<file path="src/rtl/sat_counter.sv">
// Saturating up-counter with synchronous clear (clear wins over increment).
// Latency: q reflects clr/inc one clock after the sampling edge.
// Backpressure: none; holds at all-ones.
module sat_counter #(
    parameter int W = 32
) (
    input  logic         clock,
    input  logic         reset_n,
    input  logic         clr,
    input  logic         inc,
    output logic [W-1:0] q
);

    always_ff @(posedge clock or negedge reset_n) begin
        if (!reset_n)
            q <= '0;
        else if (clr)
            q <= '0;
        else if (inc && (q != '1))
            q <= q + 1'b1;
    end

endmodule

</file>
<file path="config.mk">
export PLATFORM = sky130hd
export DESIGN_NAME = sat_counter
export DESIGN_NICKNAME = d
export VERILOG_FILES = /design/src/rtl/sat_counter.sv
export SDC_FILE = /design/constraint.sdc
export NUM_CORES = 1
export LEC_CHECK = 0
export ABC_AREA = 1
export BUFFER_PORTS_ARGS = -buffer_cell sky130_fd_sc_hd__buf_2
export CAP_MARGIN = 20
export CORE_UTILIZATION = 50
export DETAILED_ROUTE_END_ITERATION = 8
export PLACE_DENSITY = 0.72
export SLEW_MARGIN = 20
export SYNTH_ARGS = -nofsm -noshare
export SYNTH_HDL_FRONTEND = slang
export SYNTH_SLANG_ARGS = --single-unit
</file>
<file path="constraint.sdc">
create_clock -name clock -period 5.1 [get_ports clock]
set_input_delay 0.255 -clock clock [delete_from_list [all_inputs] [get_ports clock]]
set_output_delay 0.255 -clock clock [all_outputs]
set_load 0.01 [all_outputs]
</file>
# Word level (Yosys, flattened, before mapping)
# Index checks and enable logic that the tools add are counted.
# classes
shifts	0
addsub	1
multipliers	0
mux	2
div_mod_pow	0
n_eq_ne	1
bitwise	0
n_reduce_logical	2
magnitude_cmp	0
# op_table
cell	n
32-bit two-way mux	2
32-bit by 1-bit adder with 32-bit output, second input constant	1
32-bit inequality test, second input constant	1
2-bit nonzero test	1
1-bit logical AND	1
# word_totals
word_cells	7
mem_count	0
mem_bits_rw	0
register_bits	32
mem_bits_ro	0
latchBits	0
inputBits	4
out_inout_bits	32

# Longest topological paths before layout
# depth
word_depth	4
ltp_mapped	12
depth_no_buf	11

# Least setup slack after synthesis
# No wires, ideal clock.
# synth_path
path_kind	register -> register
startpoint	reg q[1]
endpoint	reg q[19]
n_path_buf	1
required_time_ns	4.983
arrival_time_ns	1.571
path_stages_with_launch	12
slack_ns	3.411
setup_ns	0.117
synth_period_minus_slack_ns	1.689
cell_sequence	dfrtp_1 > ha_1 > nand2_2 > nor2_4 > nand2_4 > nor2_8 > nand2_4 > nand2_8 > nand2_4 > buf_6 > nand3_1 > nand2_1
# synth_between
elab_chain_len	3
word_cells_on_any_way	6
cone_classes	add/sub: 1; eq/ne: 1; mux: 2; reduce/logical: 2
# synth_lines
element	line_no	source
start: declaration	11	output logic [W-1:0] q
start signal: assignment	20	q <= q + 1'b1;
32-bit by 1-bit adder with 32-bit output or 32-bit inequality test (tied branches)	20, 19	
32-bit two-way mux or 1-bit logical AND (tied branches)	19	else if (inc && (q != '1))
32-bit two-way mux or 2-bit nonzero test (tied branches)	--	
# Several ways; a longest one is shown, not always the timed one. The select of a mux whose other input is x is not followed.
# A chain may end at the register's enable or synchronous reset.

# Worst setup path in the final report
# layout_path
startpoint	reg q[1]
endpoint	reg q[16]
# The elaborated chain is that of the path after synthesis.

==> results list <==
* Post-CTS Resized: 0
* Initial antenna violation count: 0
- Layout Cell Area excl Fill: about 0.0025 mm²
- After synthesis, the most frequently instantiated cells are nand2_1 (135), nor2_1 (52), nand3_1 (34), dfrtp_1 (32), inv_1 (29).
- Walking the worst path, the cells encountered are ha_1, nand2_2, nor2_4, nand2_4, nor2_8, a21oi_1, nand3_1, o21ai_1.
* Static leakage: ~0.0013 µW
* Synthesis-to-layout area growth: 12.2%
- The first detailed-routing pass ran for 5 iterations.
- Met2 GRT Util: 0.397
* Vias in the first global route: 1881
- Once detail routing completed, the nets flagged for antenna violations numbered 0.
- Total via count in the routed design: approximately 2200
* Synthesized area per cell: between 6 and 7 µm²
- At the later pin of the worst-skew pair, clock insertion delay measures a little under 300 ps.
* Number of hold buffers added after CTS: 0
- TritonCTS built the clock tree.
- In this run, synthesis inferred 0 flip-flops with an integrated enable.
- Routed wirelength normalized by instance count: 13.0 µm
- CTS Root Buffer Type: clkbuf_8
- Placed inst area: 0.00242 mm²
- Global-route wire length before repair: a little over 9000 µm
- The worst setup path is of the reg -> reg kind.
- Counting flops with an async set or reset pin after synthesis yields a share of 1.00.
- Clk slew on worst S/H paths: 70 ps
* H-tree level count: 2
* GR met1 Demand/Resource: 0.384
- Standard cell core area: just over 0.004 mm²
- Maximum resistive drop on vdd: 0.116 mV
* Fillers: 436
- The most common cell in the synthesized netlist is nand2_1.
- At the pin with the least slew margin, the transition time is 1050 ps.
* Warnings, synthesis: 0
- The congestion estimate from routability-driven global placement came to around 0.9.
* Largest cells by area after synthesis: dfrtp_1 (36%), nand2_1 (23%), nor2_1 (8.7%)
- DRC violations left: 0
- Busiest layer in global routing: met2
- Setup skew after layout: roughly 4.7 ps
- Count of input and output buffers: 35
- Post-detailed-routing wire length: 5560 µm
* Tcrit/Tclk final: 0.431
- DP HPWL: about 4000 µm
* CTS Buf Count: 5
- In this run the power density over the cells is 200 mW/mm².
- In the final layout, the share of cells above drive strength 1 is 0.156.
* Die Y-Extent: 69.0 µm
- Final standard cell utilization of the core: 0.607
* Post-CTS Setup Bufs: 0
- Number of flip-flops and latches in the synthesized netlist: 32
- For met3 alone, demand over resource in global routing was 0.0510.
- After detailed routing, the number of vias per cell comes to between 5 and 6.
- Clk sinks: 32
- Combined buffer and inverter count along the critical path: 0
* Cell accounting for the most synthesized area: dfrtp_1
* Effective utilization at floorplan: 0.541
- Slew margin rel.: 0.303
* Sequential fraction of the synthesis area: 0.357
* Area share of the largest cell type after synthesis: 0.357
- Synthesis instantiated 26 different standard cells from the library.
* Total number of placement rows: 23
- Across the run, the number of max-cap violations was 0.
* Critical path fanouts, max: 14
- Among all flip-flop cells after synthesis, the most frequent one is dfrtp_1.
- STA classifies the critical path startpoint as a register.
* Worst hold path class: in -> async
- The repair_antennas step left the layout with diodes totalling 0.
* Family with the most delay on the worst path: compound AO/OA/AOI/OAI gates
* Post-Route Setup TNS: 0 ps
- Number of nets in the layout: 384
- In the global route stage, overall resource usage came out at 0.268.
- In the final layout, the registers with the most flip-flops are q x32.
* Max stage delay on crit path: 820 ps
- Final instance count without filler cells: around 430
* Overflow left after global routing: 0
* Crit path capture type: register
- Area of the die: 0.00476 mm²
- Result of the run: completed
* PnR Total Power: between 500 and 600 µW
- WP data required: ~5300 ps
* Synthesized netlist net count: 350
- Max reg flops: 32
- Among all stages on the critical path, the largest delay is contributed by a21oi_1.
* Max Buffers Root-to-Sink: 2
- Ranked by flip-flop count, first place goes to q.
- The floorplan step set the die width to ~69 µm.
- Final Hold Vio Count: 0
* Peak Freq: 455 MHz
- The clock period could shrink to ~2200 ps.
- Combined area of all synthesized cells: about 0.0022 mm²
- Pin count of the biggest net entering global routing: 33
- IO Pins: 36
* Cells after synthesis: about 350
- WP data arrival: roughly 2400 ps
- Final setup violation count: 0
- Setup repair after global routing left no endpoint under its margin.
- In this run, placement finished with an instance count of about 420.
- For this block, the initial DRC count from the detailed router was roughly 120.
- The max-slew violation count came to 0.
==> layer usage <==
metal,wire [µm],vias to the layer above
li1,-,1150
met1,2660,982
met5,0,-
met4,99,0
met3,343,10
met2,2450,60
==> power breakdown <==
group          internal (µW)  total, µW  switching (µW)  leakage, µW
clock                    120        219            98.5    0.0000503
sequential               255        257            1.59     0.000446
combinational           5.29       27.4            22.1     0.000774
total                    381        503             122      0.00127
==> area by class of cell <==
cell class                 instances  area (µm²)  share of cell area
clock buffer                       7        96.3              0.0383
inverter                          31         116              0.0462
multi-input combinational        274        1260               0.503
sequential                        32         801               0.318
tap                               50        62.6              0.0249
timing repair buffer              35         175              0.0696
==> metrics by stage <==
stage	setup slack, ps	hold slack, ps
detailed placement	2900	369
global route	2700	95.2
global placement	2960	359
finish	2900	14.5
CTS	2870	53.3
floorplan	3410	-40.6
==> path summary, 6_finish.rpt <==
kind | startpoint | to | slack (ps) | depth (start not counted)
setup / recovery | q[1] | q[16] | 2900 | 8
hold / removal | reset_n | q[12] | 10 | 1
setup reg to reg | q[1] | q[16] | 2900 | 8
hold reg to reg | q[1] | q[1] | 560 | 2
max in group asynchronous | reset_n | q[31] | 4620 | 1
min in group clock | inc | q[22] | 320 | 3
==> kinds of logic after synthesis <==
kind of cell / after synthesis / share of synthesized area
buffers and inverters: 39 / 0.0792
DFF: 32 / 0.357
xor gates and xnor gates: 9 / 0.0351
adders and majority gates: 1 / 0.00558
AOI/OAI and AO/OA: 19 / 0.0435
and+or+nand+nor: 245 / 0.480
==> worst reg2reg max path, cell delays in order (launching register included) <==
cell     delay, ps
dfrtp_1        420
ha_1           230
nand2_2         90
nor2_4          50
nand2_4        110
nor2_8          60
a21oi_1        820
nand3_1        190
o21ai_1        130
==> layout by cell type, fill, tap and decap left out <==
| cell type | instances |
|---|---|
| nand3_1 | 34 |
| a22oi_1 | 1 |
| nor2_8 | 1 |
| inv_1 | 29 |
| nand2_4 | 3 |
| nand2_2 | 3 |
| clkbuf_8 | 7 |
| buf_2 | 35 |
| nor2_2 | 4 |
| xor2_1 | 5 |
| nand2_8 | 1 |
| nand4_1 | 8 |
| or2_2 | 1 |
| nand2_1 | 135 |
| o21ai_0 | 4 |
| dfrtp_1 | 32 |
| a21oi_1 | 4 |
| nand3b_1 | 1 |
| nor2_1 | 52 |
| inv_2 | 2 |
| nor2_4 | 2 |
| o21ai_1 | 10 |
| ha_1 | 1 |
| xnor2_1 | 4 |
(Power assumes the default switching activity.)
